==> config.mk <==
export PLATFORM = sky130hd
export DESIGN_NAME = phone_key_scheduler
export DESIGN_NICKNAME = d
export VERILOG_FILES = /design/src/rtl/phone_pkg.sv /design/src/rtl/key_fifo.sv /design/src/rtl/phone_key_scheduler.sv
export SDC_FILE = /design/constraint.sdc
export NUM_CORES = 1
export LEC_CHECK = 0
export ABC_AREA = 0
export CORE_MARGIN = 2
export CORE_UTILIZATION = 58
export DETAILED_ROUTE_END_ITERATION = 10
export PLACE_DENSITY = 0.78
export RECOVER_POWER = 50
export SLEW_MARGIN = 20
export SYNTH_ARGS = -nofsm -noshare
export SYNTH_HDL_FRONTEND = slang
export SYNTH_SLANG_ARGS = --single-unit
==> constraint.sdc <==
create_clock -name clk -period 2.7 [get_ports clk]
set_input_delay 0.54 -clock clk [delete_from_list [all_inputs] [get_ports clk]]
set_output_delay 0.54 -clock clk [all_outputs]
set_load 0.05 [all_outputs]
==> src/rtl/phone_pkg.sv <==
// Shared types and timing constants for the phone keypad scheduler.
package phone_pkg;

  localparam int unsigned DIGIT_W    = 4;
  localparam int unsigned FIFO_DEPTH = 4;
  localparam int unsigned REDIAL_LEN = 4;
  localparam int unsigned HOLD_CYC   = 2;
  localparam int unsigned GAP_CYC    = 1;
  localparam int unsigned CNT_W      = 4;

  typedef enum logic [2:0] {
    IDLE,
    PRESS,
    HOLD,
    RELEASE,
    GAP
  } seq_state_t;

endpackage

==> src/rtl/key_fifo.sv <==
// Small synchronous FIFO buffering keypad digits ahead of the sequencer.
module key_fifo
  import phone_pkg::*;
#(
  parameter int unsigned DEPTH = FIFO_DEPTH,
  parameter int unsigned W     = DIGIT_W
) (
  input  logic                         clk,
  input  logic                         rst,
  input  logic                         push,
  input  logic [W-1:0]                 din,
  input  logic                         pop,
  output logic [W-1:0]                 dout,
  output logic                         full,
  output logic                         empty,
  output logic [$clog2(DEPTH+1)-1:0]   count
);

  localparam int unsigned PW = $clog2(DEPTH);
  localparam int unsigned CW = $clog2(DEPTH+1);

  logic [W-1:0]  mem [DEPTH];
  logic [PW-1:0] wr_ptr;
  logic [PW-1:0] rd_ptr;
  logic          do_push;
  logic          do_pop;

  assign full    = (count == CW'(DEPTH));
  assign empty   = (count == '0);
  assign do_push = push && !full;
  assign do_pop  = pop && !empty;
  assign dout    = mem[rd_ptr];

  always_ff @(posedge clk) begin
    if (do_push) mem[wr_ptr] <= din;
  end

  always_ff @(posedge clk) begin
    if (rst) begin
      wr_ptr <= '0;
      rd_ptr <= '0;
      count  <= '0;
    end else begin
      if (do_push) wr_ptr <= (wr_ptr == PW'(DEPTH-1)) ? '0 : wr_ptr + 1'b1;
      if (do_pop)  rd_ptr <= (rd_ptr == PW'(DEPTH-1)) ? '0 : rd_ptr + 1'b1;
      case ({do_push, do_pop})
        2'b10:   count <= count + 1'b1;
        2'b01:   count <= count - 1'b1;
        default: count <= count;
      endcase
    end
  end

endmodule

==> src/rtl/phone_key_scheduler.sv <==
// Sequences buffered keypad digits into press/hold/release/gap strobes and
// keeps the last four dialled digits for redial replay.
module phone_key_scheduler
  import phone_pkg::*;
(
  input  logic               clk,
  input  logic               rst,
  input  logic               kp_valid,
  input  logic [DIGIT_W-1:0] kp_char,
  output logic               kp_ready,
  input  logic               rd_start,
  output logic               Keypressed,
  output logic               Keyreleased,
  output logic [DIGIT_W-1:0] charSent,
  output logic               busy,
  output logic [2:0]         rd_count
);

  localparam int unsigned RI_W = $clog2(REDIAL_LEN);

  seq_state_t         state, state_n;
  logic [CNT_W-1:0]   cnt, cnt_n;
  logic               redial_mode, redial_n;
  logic [2:0]         rd_idx, rd_idx_n;
  logic [DIGIT_W-1:0] rd_buf [REDIAL_LEN];

  logic               push;
  logic               pop;
  logic               load;
  logic [DIGIT_W-1:0] load_val;
  logic               record;
  logic               rd_accept;

  logic [DIGIT_W-1:0] fifo_dout;
  logic               fifo_full;
  logic               fifo_empty;
  logic [2:0]         fifo_count;

  key_fifo #(.DEPTH(FIFO_DEPTH), .W(DIGIT_W)) u_fifo (
    .clk   (clk),
    .rst   (rst),
    .push  (push),
    .din   (kp_char),
    .pop   (pop),
    .dout  (fifo_dout),
    .full  (fifo_full),
    .empty (fifo_empty),
    .count (fifo_count)
  );

  assign kp_ready    = !fifo_full && !redial_mode;
  assign push        = kp_valid && kp_ready;
  assign Keypressed  = (state == PRESS);
  assign Keyreleased = (state == RELEASE);
  assign busy        = (state != IDLE) || redial_mode;

  // A same-cycle push leaves the FIFO non-empty next cycle, so it beats redial.
  assign rd_accept = rd_start && (state == IDLE) && (fifo_count == '0) &&
                     !redial_mode && (rd_count != '0) && !push;

  always_comb begin
    state_n  = state;
    cnt_n    = cnt;
    redial_n = redial_mode;
    rd_idx_n = rd_idx;
    pop      = 1'b0;
    load     = 1'b0;
    load_val = '0;
    record   = 1'b0;
    case (state)
      IDLE: begin
        if (redial_mode) begin
          load     = 1'b1;
          load_val = rd_buf[rd_idx[RI_W-1:0]];
          rd_idx_n = rd_idx + 1'b1;
          state_n  = PRESS;
        end else if (!fifo_empty) begin
          pop      = 1'b1;
          load     = 1'b1;
          load_val = fifo_dout;
          record   = 1'b1;
          state_n  = PRESS;
        end else if (rd_accept) begin
          redial_n = 1'b1;
          rd_idx_n = '0;
        end
      end
      PRESS: begin
        cnt_n   = '0;
        state_n = HOLD;
      end
      HOLD: begin
        if (cnt == CNT_W'(HOLD_CYC-1)) begin
          cnt_n   = '0;
          state_n = RELEASE;
        end else begin
          cnt_n = cnt + 1'b1;
        end
      end
      RELEASE: begin
        cnt_n   = '0;
        state_n = GAP;
      end
      GAP: begin
        if (cnt == CNT_W'(GAP_CYC-1)) begin
          cnt_n   = '0;
          state_n = IDLE;
          if (redial_mode && (rd_idx == rd_count)) redial_n = 1'b0;
        end else begin
          cnt_n = cnt + 1'b1;
        end
      end
      default: state_n = IDLE;
    endcase
  end

  always_ff @(posedge clk) begin
    if (rst) begin
      state       <= IDLE;
      cnt         <= '0;
      redial_mode <= 1'b0;
      rd_idx      <= '0;
      rd_count    <= '0;
      charSent    <= '0;
      for (int unsigned i = 0; i < REDIAL_LEN; i++) rd_buf[i] <= '0;
    end else begin
      state       <= state_n;
      cnt         <= cnt_n;
      redial_mode <= redial_n;
      rd_idx      <= rd_idx_n;
      if (load) charSent <= load_val;
      // Oldest entry stays at index 0 so replay simply walks upward.
      if (record) begin
        if (rd_count < 3'(REDIAL_LEN)) begin
          rd_buf[rd_count[RI_W-1:0]] <= fifo_dout;
          rd_count <= rd_count + 1'b1;
        end else begin
          for (int unsigned i = 0; i < REDIAL_LEN-1; i++) rd_buf[i] <= rd_buf[i+1];
          rd_buf[REDIAL_LEN-1] <= fifo_dout;
        end
      end
    end
  end

endmodule

==> After elaboration in Yosys (flattened, before gate mapping) <==
Memory sizes are Yosys's and may differ from the RTL's. A register that Yosys moved wholly into a read port is not among the register bits.
Index checks and enable logic that the tools add are counted.
{ "word_totals": {"reg_bits": 25, "latch_bits": 0, "mem_bits_rw": 32, "romBits": 0, "in_bits": 8, "out_inout_bits": 11, "elab_cells": 120, "mem_count": 2} }
{ "classes": {"n_addsub": 7, "n_mul": 0, "n_div": 0, "order_cmp": 1, "n_eq_ne": 15, "shift": 0, "mux": 51, "bitwise": 4, "reduce_logical": 31} }
{ "memory_table": {"columns": ["name", "words", "width", "read_ports", "rd_ports_with_merged_regs", "wr", "line_no", "text"], "rows": [
  ["rd_buf", 4, 4, 4, 1, 4, "phone_key_scheduler.sv:25", "logic [DIGIT_W-1:0] rd_buf [REDIAL_LEN];"],
  ["u_fifo.mem", 4, 4, 1, 1, 1, "key_fifo.sv:22", "logic [W-1:0] mem [DEPTH];"]
]} }
{ "op_table": {"columns": ["operator", "n"], "rows": [
  ["$mux W4", 10],
  ["$mux W1", 23],
  ["$mux W3", 7],
  ["$pmux W3 S5", 1],
  ["$mux W2", 7],
  ["$pmux W4 S3", 1],
  ["$logic_and A1 B1 Y1", 10],
  ["$add A3 B1 Y3 const B", 3],
  ["$reduce_and A3 Y1", 3],
  ["$reduce_bool A3 Y1", 3],
  ["$reduce_bool A2 Y1", 4],
  ["$eq A2 B2 Y1 const B", 3],
  ["$eq A3 B2 Y1 const B", 2],
  ["$eq A3 B3 Y1 const B", 2],
  ["$logic_not A3 Y1", 2],
  ["$ne A2 B2 Y1 const B", 3],
  ["$pmux W3 S2", 1],
  ["$add A2 B1 Y2 const B", 2],
  ["$add A4 B1 Y4 const B", 1],
  ["$eq A4 B1 Y1 const B", 1],
  ["$logic_not A1 Y1", 4],
  ["$logic_not A4 Y1", 1],
  ["$or A1 B1 Y1", 4],
  ["$reduce_or A4 Y1", 1],
  ["10 further kinds", 10]
]} }

==> Depth between registers and ports, before layout <==
Gate-level depths: netlist of the first run.
{ "depth": {"depth_word": 11, "depth_mapped": 10, "depth_no_buf": 9} }

==> Hierarchy <==
Synthesis of the first run repeated with hierarchy kept, for this count alone.
{ "unflattened": {"cells_unflattened": 272, "area_unflattened_um2": 2980.4} }
{ "modules_own_cells": {"columns": ["module", "n_inst", "cells_each", "area_per_inst_um2", "seq_area_each_um2"], "rows": [
  ["phone_key_scheduler", 1, 198, 1911.8, 880.8],
  ["key_fifo", 1, 74, 1068.5, 660.6]
]} }

==> Worst setup path after synthesis of the first run <==
Ideal clock, no wire load.
{ "synth_timing": {"path_kind": "reg-to-output", "startpoint": "register state[0]", "endpoint": "output Keypressed", "arrival_ps": 1727, "t_required_ps": 2160, "setup_slack_ps": 433, "stages_incl_launch_ff": 3, "n_path_buf": 1, "cell_sequence": "dfxtp_1 > buf_2 > nor3b_1"} }
{ "synth_between": {"elab_chain_cells": 1} }
{ "synth_rtl": {"columns": ["item", "line_no", "text"], "rows": [
  ["start, declared", "phone_key_scheduler.sv:21", "seq_state_t state, state_n;"],
  ["start signal, assigned", "phone_key_scheduler.sv:127", "state <= state_n;"],
  ["$eq A3 B1 Y1", "phone_key_scheduler.sv:53", "assign Keypressed = (state == PRESS);"],
  ["end, declared", "phone_key_scheduler.sv:12", "output logic Keypressed,"]
]} }
No other way between the ends.

==> Final worst setup path of the first run <==
Same ends and word-level chain as after synthesis.

==> results by group, run 1 <==
Hold path
  • Hold path cells: 2
  • Min-delay src: charSent[3]$_SDFFE_PP0P_
  • Hold EP: charSent[3]$_SDFFE_PP0P_
  • Worst Hold Class: reg2reg

Synthesis
  • Post-synth top area share: 32.68%
  • Number of synthesized flops with an enable pin: 32
  • Dominant cells by area after synthesis: edfxtp_1 (33%), dfxtp_1 (20%), mux4_2 (6.1%)
  • Synthesized cell area: 0.002940 mm2
  • Synth area leader: edfxtp_1
  • Post-synth ARST share: 0%
  • Avg Inst Size Synth: 11.62 um2
  • Count leader, synth: nor2_1
  • Top cells by count, synth: nor2_1 (35), edfxtp_1 (32), dfxtp_1 (29)
  • Distinct cells, synth: 48
  • Post-synthesis sequential area ratio: 52.43%
  • Synth Register Bits: 61
  • Synthesized net count: 276
  • Ys flop type: edfxtp_1
  • Synth warn: 0
  • Post-Synthesis Cells: about 250

STA
  • Max transition margin: 58.86%
  • Crit path time final: 2511 ps
  • Worst hold slack: ~490 ps
  • Max Transition Viols Final: 0
  • TNS Setup: 0 ps
  • Worst slew pin tran: 612.3 ps
  • Clk_skew: 7.711 ps
  • RSZ-0062 raised after global routing: no
  • Peak Freq: 0.3983 GHz
  • Setup violations, final: 0
  • Final Hold Violating Endpoints: 0
  • Fraction of the cycle the final worst path needs: 92.99%

Floorplan
  • Rows: 25
  • Die H: 75.20 um
  • Boundary Pins: 19
  • Starting Density: 61.04%
  • Die area: about 0.0057 mm2
  • Die Wd: 75.20 um
  • Core area: between 0.004 and 0.005 mm2

Cells and area
  • Final Util: 69.74%
  • Antenna diode count: 0
  • Syn-to-layout area delta: 14.26%
  • Cell Count, Final, Fillers Out: 348
  • Layout cell share with drive strength beyond 1: 12.46%
  • Final #Nets: about 300

Clock network
  • Clock buffer depth: 2
  • Register clock-pin slew on the reported worst setup and hold paths: ~70 ps
  • CTS Buf Count: 9
  • CTS H-tree lvls: 3
  • Cts hold-fix bufs: 0
  • Clock sink total: 61
  • CTS tree: built
  • Root Buffer: clkbuf_8
  • Post-CTS setup buffers: 0
  • Post-cts sizing count: 0
  • Clk_lat worst skew: 340 ps

Place
  • DP Cell Count: 332
  • GP Congestion: 0.8310
  • DP HPWL: 3.805 mm
  • Input/output buffers: 18

Global routing
  • Largest net degree at the start of global routing: 23
  • First-pass GRT wire length: 8.838 mm
  • Initial antenna violation count: 0
  • Global-route usage over all layers: about 22%
  • Number of global-route vias before repair: 1907
  • GRT overflow: 0

Worst setup path
  • CP Class: reg2out
  • Reg-to-reg setup timing slack: 340 ps
  • Maximum fanout along the worst path: 11
  • R2r worst-path depth: 9
  • Setup crit start kind: flip-flop
  • Worst EP arrival: between 1500 and 2000 ps
  • R2r endpoint: u_fifo.count[2]$_SDFFE_PP0P_
  • Setup crit end kind: primary output
  • Worst r2r src: state[1]$_SDFFE_PP0P_
  • Req. time, crit path: ~2200 ps

Flow run
  • MaxCap Viol Count: 0

Routing
  • Detailed Routing Iterations Pass 1: 4
  • Vias per cell: 5.655
  • Routed wire length: 5.235 mm
  • Per-cell routed wire length: 15.04 um
  • Post-route ant nets: 0
  • Routed vias: 1968
  • Initial detailed-routing violation count: 101
  • # DRC: 0

Power
  • Design Power: 0.003361 W
  • VDD IR-drop max: 543.1 uV
  • PD cells: 1000 mW/mm2
  • Pleak: 1.206 nW

Status
  • Status: finished clean
[worst max path at each step]
stage / slack [ps] / startpoint / endpoint / cells after the start
after floorplan: 430 / state[0]$_SDFFE_PP0P_ / Keypressed / 2
after global placement: 320 / kp_valid / u_fifo.count[2]$_SDFFE_PP0P_ / 10
after detailed placement: 260 / kp_valid / u_fifo.count[2]$_SDFFE_PP0P_ / 10
after CTS: 160 / state[0]$_SDFFE_PP0P_ / Keypressed / 2
after global routing: 90 / state[0]$_SDFFE_PP0P_ / Keypressed / 2
final: 190 / state[0]$_SDFFE_PP0P_ / Keypressed / 2
[power breakdown]
part | internal [W] | switching (W) | total, W
registers | 0.00116 | 0.000148 | 0.00131
logic | 0.000502 | 0.000750 | 0.00125
clock network | 0.000428 | 0.000376 | 0.000804
[routing by layer]
metal  GRT usage, %  wire length [um]  vias to the layer above
li1               -                 -                      968
met1          27.49              2313                      946
met2          34.02              2596                       45
met3          7.764               243                        9
met4          8.187                80                        0
met5              0                 0                        -
[state kept, by name (all words and copies together) (netlist names), named ones only]
| name | count |
|---|---|
| redial_mode | 1 |
| u_fifo.count | 3 |
| u_fifo.mem | 16 |
| rd_idx | 3 |
| u_fifo.wr_ptr | 2 |
| rd_buf | 16 |
| charSent | 4 |
| state | 3 |
| rd_count | 3 |
| u_fifo.rd_ptr | 2 |
| cnt | 4 |
[layout make-up]
cell class / count / area [um2]
Clock buffer: 9 / 123.9
Clock inverter: 7 / 75.07
Fill cell: 384 / 1458
Inverter: 15 / 56.30
Multi-Input combinational cell: 166 / 1269
Sequential cell: 61 / 1541
Tap cell: 67 / 83.83
Timing Repair Buffer: 23 / 210.2
[worst max-delay path: stages (launching register included)]
cell             delay, ps
dfxtp_1                560
nor3b_1                230
clkdlybuf4s50_1        830
[placed cells by master (no fill, tap or decap), drive strengths merged, types with 8 or more instances in the layout]
master          n
mux4            8
and2            8
inv            16
clkbuf         11
nor2           36
nor3            8
ha             14
a21oi           8
edfxtp         32
dfxtp          29
a22oi          12
clkdlybuf4s50  12
[metrics by stage]
| step | area [um2] | setup WS [ps] |
|---|---|---|
| 6_report | 3359 | 189.2 |
| 5_1_grt | 3359 | 89.47 |
| 4_1_cts | 3382 | 157.3 |
| 3_5_place_dp | 3183 | 258.3 |
| 3_3_place_gp | 3183 | 317.4 |
| 2_1_floorplan | 2940 | 433.2 |
[logic make-up (layout without fill, tap and decap cells)]
logic type               count (synthesis)  in the layout  synth area share (%)
AND/OR/NAND/NOR                         82             82                 15.45
flip-flops                              61             61                 52.43
AO/OA/AOI/OAI                           48             48                 11.36
buffers and inverters                   26             54                 3.915
adder cells (fa/ha/maj)                 15             15                 6.638
multiplexers                            12             12                 7.532
XOR/XNOR                                 9              9                 2.681
(Power assumes the default switching activity.)
==> inputs of run 2 (changes only) <==
--- a/config.mk
+++ b/config.mk
@@ -6,10 +6,10 @@
 export NUM_CORES = 1
 export LEC_CHECK = 0
 export ABC_AREA = 0
+export ABC_CLOCK_PERIOD_IN_PS = 2400
 export CORE_MARGIN = 2
-export CORE_UTILIZATION = 58
+export CORE_UTILIZATION = 30
 export DETAILED_ROUTE_END_ITERATION = 10
-export PLACE_DENSITY = 0.78
 export RECOVER_POWER = 50
 export SLEW_MARGIN = 20
 export SYNTH_ARGS = -nofsm -noshare
==> constraint.sdc (replaced) <==
create_clock -name clk -period 2.4 [get_ports clk]
set_input_delay 0.48 -clock clk [delete_from_list [all_inputs] [get_ports clk]]
set_output_delay 0.48 -clock clk [all_outputs]
set_load 0.05 [all_outputs]
==> run 2 against run 1 <==
  * Via count fell by 0.25%
  * Utilization down 34 points
  * Combinational power rose by 14%
  * Clock-buffer cell count is the same
  * Sequential share of layout area shrank 1.3 points
  * Clock power is 13% higher
  * Non-clock buffer count is 5 higher
  * Largest cell class unchanged
  * First-iteration DRC count decreased by 50%
  * Critical path depth rose by 1
  * Setup slack lost 76 ps
  * Register-to-register slack worse by 140 ps
  * Wire length rose by 4.1%
==> results by group, run 2 (synthesis results as in run 1) <==
Power
  • Combinational share of power: 37.7%
  • PD cells: 1090 mW/mm2
  • Pint: approximately 0.0023 W
  • VDD IR-drop max: 348.5 uV
  • Sequential share of power: 38.1%
  • Pleak: about 1.2 nW
  • Sw Share: 37.83%
  • Power share of the clock group: 24.2%
  • Design Power: 0.003770 W
  • Switch Pwr: 0.001426 W

Cells and area
  • Largest regs: rd_buf (16), u_fifo.mem (16)
  • FILL cells: around 990
  • Antenna diode count: 0
  • Most frequent cells in the layout: nor2_1 (36), edfxtp_1 (32), dfxtp_1 (29)
  • Syn-to-layout area delta: 17.66%
  • Final #Nets: 304
  • Layout cell share with drive strength beyond 1: 14.34%
  • Commonest non-fill, non-tap cell in the layout: nor2_1

Global routing
  • First-pass GRT wire length: 9.177 mm
  • Largest net degree at the start of global routing: 23
  • Initial antenna violation count: 0
  • GRT overflow: 0
  • Global-route usage over all layers: 11.56%
  • Number of global-route vias before repair: roughly 1900

Routing
  • Met2 wire length: 2.542 mm
  • Vias per cell: approximately 4.7
  • Routed wire length: 5.449 mm
  • Routed vias: 1963
  • Initial detailed-routing violation count: 51
  • Post-route ant nets: 0
  • Top sig layer: met4
  • Met1 wire length: between 2 and 3 mm
  • # DRC: 0
  • Per-cell routed wire length: ~13 um
  • Detailed Routing Iterations Pass 1: 4
  • Met3 wire len: 198 um

Clock network
  • Post-CTS setup buffers: 0
  • CTS tree: built
  • Register clock-pin slew on the reported worst setup and hold paths: 70 ps
  • Post-cts sizing count: 0
  • CTS Buf Count: 9
  • CTS H-tree lvls: 3
  • Clk_lat worst skew: 340 ps
  • Clock buffer depth: 2
  • Cts hold-fix bufs: 0
  • Clock sink total: 61
  • Root Buffer: clkbuf_8

Flow run
  • MaxCap Viol Count: 0

Floorplan
  • Die Wd: between 100 and 150 um
  • Die area: 0.01061 mm2
  • Rows: 36
  • Boundary Pins: 19
  • Die H: 103 um
  • Starting Density: between 30% and 40%
  • Core area: about 0.0096 mm2

Worst setup path
  • Setup crit start kind: flip-flop
  • Largest stage delay, worst path: just over 800 ps
  • CP Class: reg2out
  • Req. time, crit path: 1920 ps
  • Worst path cell trace: nor2_1 > a21oi_1 > clkdlybuf4s50_1
  • Setup crit end kind: primary output
  • Maximum fanout along the worst path: 5
  • Crit path from: u_fifo.count[0]$_SDFFE_PP0P_
  • Worst EP arrival: 1810 ps
  • Worst r2r src: state[1]$_SDFFE_PP0P_
  • Crit-path slowest cell: clkdlybuf4s50_1

Hold path
  • Min-delay src: u_fifo.rd_ptr[1]$_SDFFE_PP0P_
  • Worst Hold Class: reg2reg

STA
  • Peak Freq: between 0.4 and 0.5 GHz
  • Fraction of the cycle the final worst path needs: 95.29%
  • Max transition margin: 55.00%
  • Setup violations, final: 0
  • Crit path time final: 2287 ps
  • Final worst setup slack: around 110 ps
  • Final Hold Violating Endpoints: 0
  • RSZ-0062 raised after global routing: no
  • Clk_skew: 10.51 ps
  • TNS Setup: 0 ps
  • Max Transition Viols Final: 0
  • Worst slew pin tran: 675.1 ps

Place
  • DP HPWL: 3.946 mm
  • Post-place setup slack: around 25 ps
  • Input/output buffers: 18
  • GP Congestion: 0.7222

Status
  • Status: finished clean
==> run 2: cell types whose count changed in the layout (fill, tap and decap cells not counted), sizes merged <==
cell | before | now
buf | 3 | 10
clkdlybuf4s50 | 12 | 9
clkinv | 2 | 4
clkinvlp | 3 | 1
clkbuf | 11 | 12
==> run 2: power groups by stage <==
stage | clock network, W | logic (W) | registers, W
finish | 0.000912 | 0.00142 | 0.00144
global route | 0.000987 | 0.00158 | 0.00146
CTS | 0.000943 | 0.00148 | 0.00144
detailed placement | 0 | 0.00147 | 0.00146
global placement | 0 | 0.00144 | 0.00146
floorplan | 0 | 0.00102 | 0.00153
==> run 2: per-layer routing <==
| metal | GRT usage, % | vias to the layer above |
|---|---|---|
| met5 | 0 | - |
| met4 | 5.769 | 0 |
| met3 | 3.864 | 6 |
| met2 | 17.83 | 25 |
| met1 | 14.52 | 945 |
| li1 | - | 987 |
==> run 2: final timing paths <==
path | endpoint | depth (start not counted) | slack [ps]
worst max-delay path | kp_ready | 3 | 110
worst min-delay path | u_fifo.rd_ptr[1]$_SDFFE_PP0P_ | 2 | 480
worst max register to register | u_fifo.count[2]$_SDFFE_PP0P_ | 9 | 200
worst min register to register | u_fifo.rd_ptr[1]$_SDFFE_PP0P_ | 2 | 480
==> run 2: area by class of cell <==
type,count,area (um2),area share [%]
sequential,61,1541,44.56
multi-input combinational,166,1261,36.46
inverter,15,56.30,1.627
clock buffer,9,123.9,3.580
timing repair buffer,28,236.5,6.835
tap,133,166.4,4.810
clock inverter,7,73.82,2.134
==> run 2: worst max-delay path, delay by kind of cell (launching register included) <==
kind / cells / cell delay (ps)
flip-flops: 1 / 400
buffers and inverters: 1 / 820
AND/OR/NAND/NOR: 1 / 90
AO/OA/AOI/OAI: 1 / 170
==> run 2: per-stage QoR <==
stage	utilization (%)	cell area, um2	hold slack (ps)	instances
final	35.89	3460	485.0	419
after global routing	35.89	3460	522.2	419
after CTS	36.24	3493	490.0	419
after detailed placement	34.19	3296	479.2	403
after global placement	34.19	3296	471.0	403
after floorplan	-	2940	454.1	253
